<file path="config.mk">
export PLATFORM = sky130hd
export DESIGN_NAME = bus_fabric_rr
export DESIGN_NICKNAME = d
export VERILOG_FILES = /design/src/rtl/bus_fabric_rr.sv
export SDC_FILE = /design/constraint.sdc
export NUM_CORES = 1
export LEC_CHECK = 0
export CORE_AREA = 2 2 257 259
export CTS_CLUSTER_DIAMETER = 150
export DETAILED_ROUTE_END_ITERATION = 12
export DIE_AREA = 0 0 259 261
export DONT_BUFFER_PORTS = 1
export MAX_ROUTING_LAYER = met4
export PLACE_DENSITY = 0.33
export SLEW_MARGIN = 20
export SYNTH_ARGS = -nofsm -noshare
export SYNTH_HDL_FRONTEND = slang
export SYNTH_SLANG_ARGS = --single-unit
export TNS_END_PERCENT = 50
</file>
<file path="constraint.sdc">
create_clock -name clk -period 3.25 [get_ports clk]
set_clock_uncertainty 0.2 [all_clocks]
set_input_delay 0.975 -clock clk [delete_from_list [all_inputs] [get_ports clk]]
set_output_delay 0.975 -clock clk [all_outputs]
set_load 0.1 [all_outputs]
</file>
<file path="src/rtl/bus_fabric_rr.sv">
// ---------------------------------------------------------------------------
// bus_fabric_rr
//
// Shared-bus fabric connecting NUM_M masters to NUM_S memory-mapped slaves.
// A registered round-robin arbiter picks one owner. The owner's address
// phase is muxed onto the shared slave bus. The top SEL_W address bits
// select one slave chip select, and that slave's read data and ready are
// returned to the masters.
//
// Optional feature, enabled by defining BUS_FABRIC_TIMEOUT_EN:
//   A bus-timeout watchdog. After TIMEOUT wait cycles it terminates the
//   stalled access with ERR_DATA and a one-cycle bus_err pulse, and it
//   records the address of that access in err_addr.
//   When the macro is undefined there is no watchdog: bus_err and err_addr
//   are tied to 0, and a slave that never answers stalls its owner.
//
// Ports:
//   clk, reset          system clock; asynchronous active-high reset
//   m_req_, m_as_       per-master request / address strobe (active low)
//   m_addr, m_rw        per-master word address / direction (1 = read)
//   m_wr_data           per-master write data
//   m_grnt_             per-master grant, active low, registered
//   m_rd_data, m_rdy_   shared read data / ready (active low) to masters
//   s_addr, s_as_       shared slave address / strobe (active low)
//   s_rw, s_wr_data     shared slave direction / write data
//   s_cs_               per-slave chip select, active low
//   s_rd_data, s_rdy_   per-slave read data / ready (active low)
//   bus_err, err_addr   timeout pulse / address of last timed-out access
// ---------------------------------------------------------------------------
module bus_fabric_rr #(
  parameter int               NUM_M    = 4,
  parameter int               NUM_S    = 8,
  parameter int               ADDR_W   = 30,
  parameter int               DATA_W   = 32,
  parameter int               TIMEOUT  = 255,
  parameter logic [DATA_W-1:0] ERR_DATA = 32'hDEAD_BEEF
) (
  input  logic                     clk,
  input  logic                     reset,
  input  logic [NUM_M-1:0]         m_req_,
  input  logic [NUM_M*ADDR_W-1:0]  m_addr,
  input  logic [NUM_M-1:0]         m_as_,
  input  logic [NUM_M-1:0]         m_rw,
  input  logic [NUM_M*DATA_W-1:0]  m_wr_data,
  output logic [NUM_M-1:0]         m_grnt_,
  output logic [DATA_W-1:0]        m_rd_data,
  output logic                     m_rdy_,
  output logic [ADDR_W-1:0]        s_addr,
  output logic                     s_as_,
  output logic                     s_rw,
  output logic [DATA_W-1:0]        s_wr_data,
  output logic [NUM_S-1:0]         s_cs_,
  input  logic [NUM_S*DATA_W-1:0]  s_rd_data,
  input  logic [NUM_S-1:0]         s_rdy_,
  output logic                     bus_err,
  output logic [ADDR_W-1:0]        err_addr
);

  localparam int SEL_W = $clog2(NUM_S);
  localparam int OWN_W = $clog2(NUM_M);

  typedef enum logic {IDLE, OWNED} state_t;

  state_t           state, state_nxt;
  logic [OWN_W-1:0] owner, owner_nxt;
  logic [OWN_W-1:0] last_owner, last_owner_nxt;
  logic [OWN_W-1:0] base, cand, pick;
  logic             pick_vld;
  logic [NUM_M-1:0] grnt_nxt;
  logic [SEL_W-1:0] sel;
  logic             tmo;

  // ---------------- arbiter: next state ----------------
  // The search starts one past the current owner when the owner releases,
  // and one past the last owner when idle. In both cases the master that
  // released most recently is ranked last.
  always_comb begin
    // NOTE: every variable gets a default first so no path can infer a latch.
    state_nxt      = state;
    owner_nxt      = owner;
    last_owner_nxt = last_owner;
    base           = (state == OWNED) ? owner : last_owner;
    cand           = '0;
    pick           = '0;
    pick_vld       = 1'b0;
    for (int k = 1; k <= NUM_M; k++) begin
      cand = OWN_W'((int'(base) + k) % NUM_M);
      if (!pick_vld && !m_req_[cand]) begin
        pick_vld = 1'b1;
        pick     = cand;
      end
    end

    case (state)
      IDLE: begin
        if (pick_vld) begin
          state_nxt = OWNED;
          owner_nxt = pick;
        end
      end
      OWNED: begin
        // No preemption: the grant moves only when the owner lets go.
        if (m_req_[owner]) begin
          last_owner_nxt = owner;
          if (pick_vld) owner_nxt = pick;
          else          state_nxt = IDLE;
        end
      end
      default: state_nxt = IDLE;
    endcase

    grnt_nxt = '1;
    if (state_nxt == OWNED) grnt_nxt[owner_nxt] = 1'b0;
  end

  // ---------------- arbiter: state register ----------------
  // The last owner resets to NUM_M-1, so master 0 wins the first arbitration.
  always_ff @(posedge clk or posedge reset) begin
    // NOTE: sequential state uses non-blocking assignments only.
    if (reset) begin
      state      <= IDLE;
      owner      <= '0;
      last_owner <= OWN_W'(NUM_M - 1);
      m_grnt_    <= '1;
    end else begin
      state      <= state_nxt;
      owner      <= owner_nxt;
      last_owner <= last_owner_nxt;
      m_grnt_    <= grnt_nxt;
    end
  end

  // ---------------- master mux ----------------
  always_comb begin
    s_addr    = '0;
    s_as_     = 1'b1;
    s_rw      = 1'b1;
    s_wr_data = '0;
    if (state == OWNED) begin
      s_addr    = m_addr[int'(owner)*ADDR_W +: ADDR_W];
      s_as_     = m_as_[owner];
      s_rw      = m_rw[owner];
      s_wr_data = m_wr_data[int'(owner)*DATA_W +: DATA_W];
    end
  end

  // ---------------- decoder ----------------
  assign sel = s_addr[ADDR_W-1 -: SEL_W];

  // The chip select follows ownership, not the strobe, so a slave sees its
  // select for the whole tenure of an owner addressing it.
  always_comb begin
    s_cs_ = '1;
    if (state == OWNED) s_cs_[sel] = 1'b0;
  end

  // ---------------- slave mux with timeout override ----------------
  always_comb begin
    m_rd_data = '0;
    m_rdy_    = 1'b1;
    if (tmo) begin
      m_rd_data = ERR_DATA;
      m_rdy_    = 1'b0;
    end else if (!s_as_) begin
      m_rd_data = s_rd_data[int'(sel)*DATA_W +: DATA_W];
      m_rdy_    = s_rdy_[sel];
    end
  end

`ifdef BUS_FABRIC_TIMEOUT_EN
  logic [15:0] wait_cnt;
  logic        stall;

  // The counter value equals the number of cycles the current access has
  // waited so far, so the override fires on the TIMEOUT-th wait cycle.
  assign stall   = !s_as_ && s_rdy_[sel];
  assign tmo     = stall && (wait_cnt == 16'(TIMEOUT));
  assign bus_err = tmo;

  always_ff @(posedge clk or posedge reset) begin
    if (reset) begin
      wait_cnt <= '0;
      err_addr <= '0;
    end else begin
      if (!stall || tmo) wait_cnt <= '0;
      else               wait_cnt <= wait_cnt + 16'd1;
      if (tmo) err_addr <= s_addr;
    end
  end
`else
  logic unused_cfg;

  assign tmo        = 1'b0;
  assign bus_err    = 1'b0;
  assign err_addr   = '0;
  assign unused_cfg = ^{ERR_DATA, 32'(TIMEOUT)};
`endif

endmodule

</file>
* Yosys cells after proc, flatten, opt, wreduce, memory -nomap -nowiden
Cells that the tools add are included.
W data, S select, Z words.
** Operators by class
- $add $sub $neg :: 4
- Bitwise gates (word level) :: 3
- Magnitude comparators :: 9
- Multiply operators :: 1
- Shifts and indexed selects :: 3
- Reduce and logical (&&, ||, !) cells :: 11
- Multiplexer cells :: 43
** Operators with widths (number)
- $shiftx A256 B9 Y32 :: 1
- $shiftx A128 B8 Y32 :: 1
- $shiftx A120 B8 Y30 :: 1
- $mux W32 :: 2
- $mux W30 :: 1
- $mux W1 :: 19
- $lt A2 B3 Y1 const B :: 6
- $bmux W1 S2 :: 7
- $mux W2 :: 7
- $mux W8 :: 1
- $not A8 Y8 :: 1
- $mul A2 B4 Y6 const B :: 1
- $logic_and A1 B1 Y1 :: 5
- $logic_not A1 Y1 :: 5
- $add A2 B1 Y2 const B :: 2
- $add A2 B2 Y2 const B :: 2
- $lt A3 B4 Y1 const B :: 1
- $mux W4 :: 1
- $not A4 Y4 :: 1
- $pmux W2 S2 :: 1
- $bmux W1 S3 :: 1
- $demux W1 S3 :: 1
- $ge A3 B1 Y1 const B :: 1
- $demux W1 S2 :: 1
- other kinds (4) :: 4
** Storage, ports and cells
- Bits in registers :: 9
- Input bits :: 526

* Longest topological paths before layout
- Depth in word-level cells :: 22
- Gate-level depth with buffers :: 10
- Gate-level depth less buffers :: 6

* Worst setup path before layout
OpenSTA, ideal clock, no wires.
- Kind :: input to output
- Start point :: input m_addr[117]
- End point :: output m_rd_data[10]
- Stages on the path :: 7
- Arrival :: 3.506 ns
- Setup slack :: -1.431 ns
- Data required time :: 2.075 ns
- Cell sequence :: mux2i_1 o22ai_2 nor2b_1 nand2_2 buf_4 a21oi_1 or4_1
** Between the ends
- Longest elaborated chain between the ends :: 4
** RTL lines
- start, declared :: line 41 : input logic [NUM_M*ADDR_W-1:0] m_addr,
- $shiftx A120 B8 Y30 :: line 140 : s_addr = m_addr[int'(owner)*ADDR_W +: ADDR_W];
- $mux W30 :: line 139 : if (state == OWNED) begin
- net s_addr[27] :: line 48 : output logic [ADDR_W-1:0] s_addr,
- $shiftx A256 B9 Y32 :: line 165 : m_rd_data = s_rd_data[int'(sel)*DATA_W +: DATA_W];
- $mux W32 :: line 164 : end else if (!s_as_) begin
- end, declared :: line 46 : output logic [DATA_W-1:0] m_rd_data,
The timed path passes the listed nets, and every way through them passes these cells.

* Worst setup path in the final report
- Start point :: input m_addr[29]
- End point :: output m_rd_data[10]
** Between the ends
- Longest elaborated chain between the ends :: 4
** RTL lines (line)
- $shiftx A120 B8 Y30 :: 140
- $mux W30 :: 139
- $shiftx A256 B9 Y32 :: 165
- $mux W32 :: 164
No other way between the ends.

==> run_results.csv <==
group,metric,value,unit
worst_setup_path,rr_worst_depth,9,
grt,use_met2,22.0,%
drt,viasPerCell,3.77,
timing,fin_crit_sh,120,%
timing,relSlewSlack,63.9,%
clock_network,htree_levels,1,
placed_design,hpwl,32900,um
timing,rsz0062_at_grt,"true",
clock_network,cts_tree,"yes",
synthesis,async_reset_ff_share,100,%
synthesis,yosysWarnings,0,
grt,grt_usage,11.0,%
die,ios,666,
synthesis,avgSynthCellArea,6.88,um^2
synthesis,ys_types,46,
die,die-area,0.0676,mm^2
worst_setup_path,critical_path_peak_fanout,6,
timing,tightest_slew,0.542,ns
synthesis,syn_inst,758,
worst_hold_path,hp-class,"flip-flop to flip-flop",
synthesis,synthAdderAreaFrac,0,%
worst_setup_path,timing.rr.end,"m_grnt_[3]",
synthesis,synth_top_family_by_area,"simple AND/OR/NAND/NOR gates",
timing,min_period,3.90,ns
grt,antenna_found_initial,20,
synthesis,yosys.area_share.simple,35.7,%
grt,grt_pass1_vias,6386,
worst_setup_path,r2r_setup_slack,0.54,ns
synthesis,synth-xor-area-share,0.336,%
cells_and_area,nets,1365,
timing,clock.fmax,256,MHz
cells_and_area,seq_area,241,um^2
placed_design,io_buffers,0,
drt,wire_per_inst,24.4,um
synthesis,synth-compound-area-share,16.1,%
timing,setup_violations,56,
synthesis,synth-edff-count,0,
worst_hold_path,min_from,"last_owner[1]",
synthesis,synth_area,0.00521,mm^2
synthesis,ys.flop_type,"dfstp_2",
worst_setup_path,endpoint_kind,"output pin",
timing,fin_ws,-0.654,ns
timing,holdWs,0.381,ns
grt,met3_usage,1.99,%
worst_setup_path,setup.worst_path.end,"m_rd_data[10]",
status,run_status,"finished, violations left",
grt,grtUsageMet1,10.2,%
worst_setup_path,critPathKind,"input pin to output pin",
clock_network,clock_latency,0.24,ns
die,start_util,8.02,%
clock_network,cts_root_buffer,"clkbuf_16",
worst_setup_path,cp.arrival,2.73,ns
drt,drt_iter0_markers,277,
clock_network,clk_pin_slew_worst_paths,0.04,ns
cells_and_area,fill_cells,7464,
clock_network,cts_buffer_depth,2,
clock_network,cts_hold_buf,0,
placed_design,gp_congestion,1.02,
grt,grt-busiest-layer,"met2",
drt,routed_wl,42000,um
synthesis,ys_seq_area_share,4.46,%
cells_and_area,areaGrowthSynthToFinish,75.3,%
synthesis,synth_area_leaders,"mux4_2 26%, nand2_1 20%, a21oi_1 13%",
worst_setup_path,critPathRequiredTime,2.07,ns
drt,first_pass_iters,5,
timing,hold_viol_final,0,
clock_network,cts_buffers,3,
drt,drc_errors,0,
cells_and_area,drive_gt1_share,45.7,%
synthesis,ys_ff_latch,9,
synthesis,netlist.area_leader.share,26.3,%
synthesis,synthMuxAreaShare,29.9,%
worst_setup_path,start_kind,"input pin",
grt,grt_max_degree,57,
worst_setup_path,crit_path_start,"m_addr[29]",
die,rows,94,
clock_network,cts_sinks,9,
die,die_y,261,um
grt,overflow,0,
cells_and_area,multi_input_area,0.00506,mm^2
die,fp.dieW,259,um
timing,finalMaxSlewViolations,0,
drt,antenna_left,0,
flow_run,drv_cap,0,
drt,vias,6474,
worst_setup_path,timing.rr.start,"owner[1]",
grt,grt_pass1_wl,50200,um
die,core,0.0650,mm^2
status,violations,"setup timing",
synthesis,yosysTopAreaCell,"mux4_2",
==> worst min path at each step <==
stage / end / cells past startpoint
global placement: last_owner[1] / 2
finish: last_owner[1] / 2
floorplan: last_owner[1] / 3
CTS: last_owner[1] / 2
detailed placement: last_owner[1] / 2
global route: owner[0] / 1
==> cells by family after synthesis <==
logic type	after synthesis
AOI/OAI and AO/OA	154
and+or+nand+nor	405
xor gates and xnor gates	2
buffers and inverters	108
other	1
muxes	79
DFF	9
==> per-layer routing <==
| metal | up-vias | share of wire (%) |
|---|---|---|
| met5 | - | 0 |
| met4 | 0 | 4.0 |
| met3 | 77 | 7.6 |
| met2 | 523 | 56 |
| met1 | 3093 | 32 |
| li1 | 2781 | - |
==> final cells by class <==
cell class	count	share of cell area (%)
sequential	9	2.64
inverter	6	0.424
antenna	16	0.438
multi-input combinational	671	55.4
timing repair buffer	148	28.4
clock buffer	4	0.862
tap	864	11.8
==> state kept, by name, summed over array words and instances, names as in the netlist <==
name        count
owner           2
m_grnt_         4
state           1
last_owner      2
==> synthesized netlist by cell type, drive strengths merged, types with 2 or more instances <==
master,count
or4,32
inv,6
mux2i,12
nor2,5
nand2,288
o211ai,2
o22ai,3
mux2,6
nor2b,2
nand4,2
nand2b,3
o21ai,6
or3b,2
a21oi,135
clkbuf,23
dfrtp,3
dfstp,6
buf,79
mux4,61
and2,60
nand3,4
nand3b,3
xnor2,2
==> metrics by stage <==
stage	TNS, ns	setup slack [ns]	std cells	util [%]	instance area [um^2]
after CTS	-24.42	-0.676	1689	13.2	8580
final	-20.12	-0.654	1718	14.1	9140
after global routing	-24.50	-0.695	1717	14.1	9140
after floorplan	-33.51	-0.727	788	-	5640
after global placement	-34.34	-0.880	1664	12.0	7820
after detailed placement	-35.44	-0.874	1664	12.0	7820
==> cell usage in the layout, fill, tap and decap left out, types with 4 or more instances in the layout <==
cell / count
nand2_1: 272
a21oi_1: 97
buf_12: 80
mux4_2: 61
and2_4: 47
a21oi_2: 33
or4_4: 32
buf_4: 32
conb_1: 31
diode_2: 16
and2_1: 13
buf_16: 12
clkbuf_16: 11
buf_6: 9
nand2_2: 6
o21ai_0: 6
mux2i_1: 6
dfstp_2: 6
buf_8: 6
nand2_8: 5
a21oi_4: 5
nand2_4: 5
nor2_1: 4
mux2_2: 4
==> critical path, stage by stage <==
cell and delay, ns:
mux2i_4 0.16, o22ai_4 0.10, buf_12 0.15, nor2b_4 0.15
nand2_8 0.11, buf_12 0.12, buf_16 0.15, a21oi_4 0.03
or4_4 0.56, buf_12 0.19
==> repair_timing <==
| item | 4_1_cts | 5_1_grt |
|---|---|---|
| hold endpoints to repair | 0 | 0 |
| gates cloned | 11 | 9 |
| setup endpoints to repair | 93 | 90 |
| gates resized for setup | 68 | 93 |
| setup buffers | 10 | 9 |
| pin swaps | 28 | 31 |
Power is left out: the tool's default activity adds up to more than one toggle a clock period on the data nets, which glitch-free logic cannot reach.
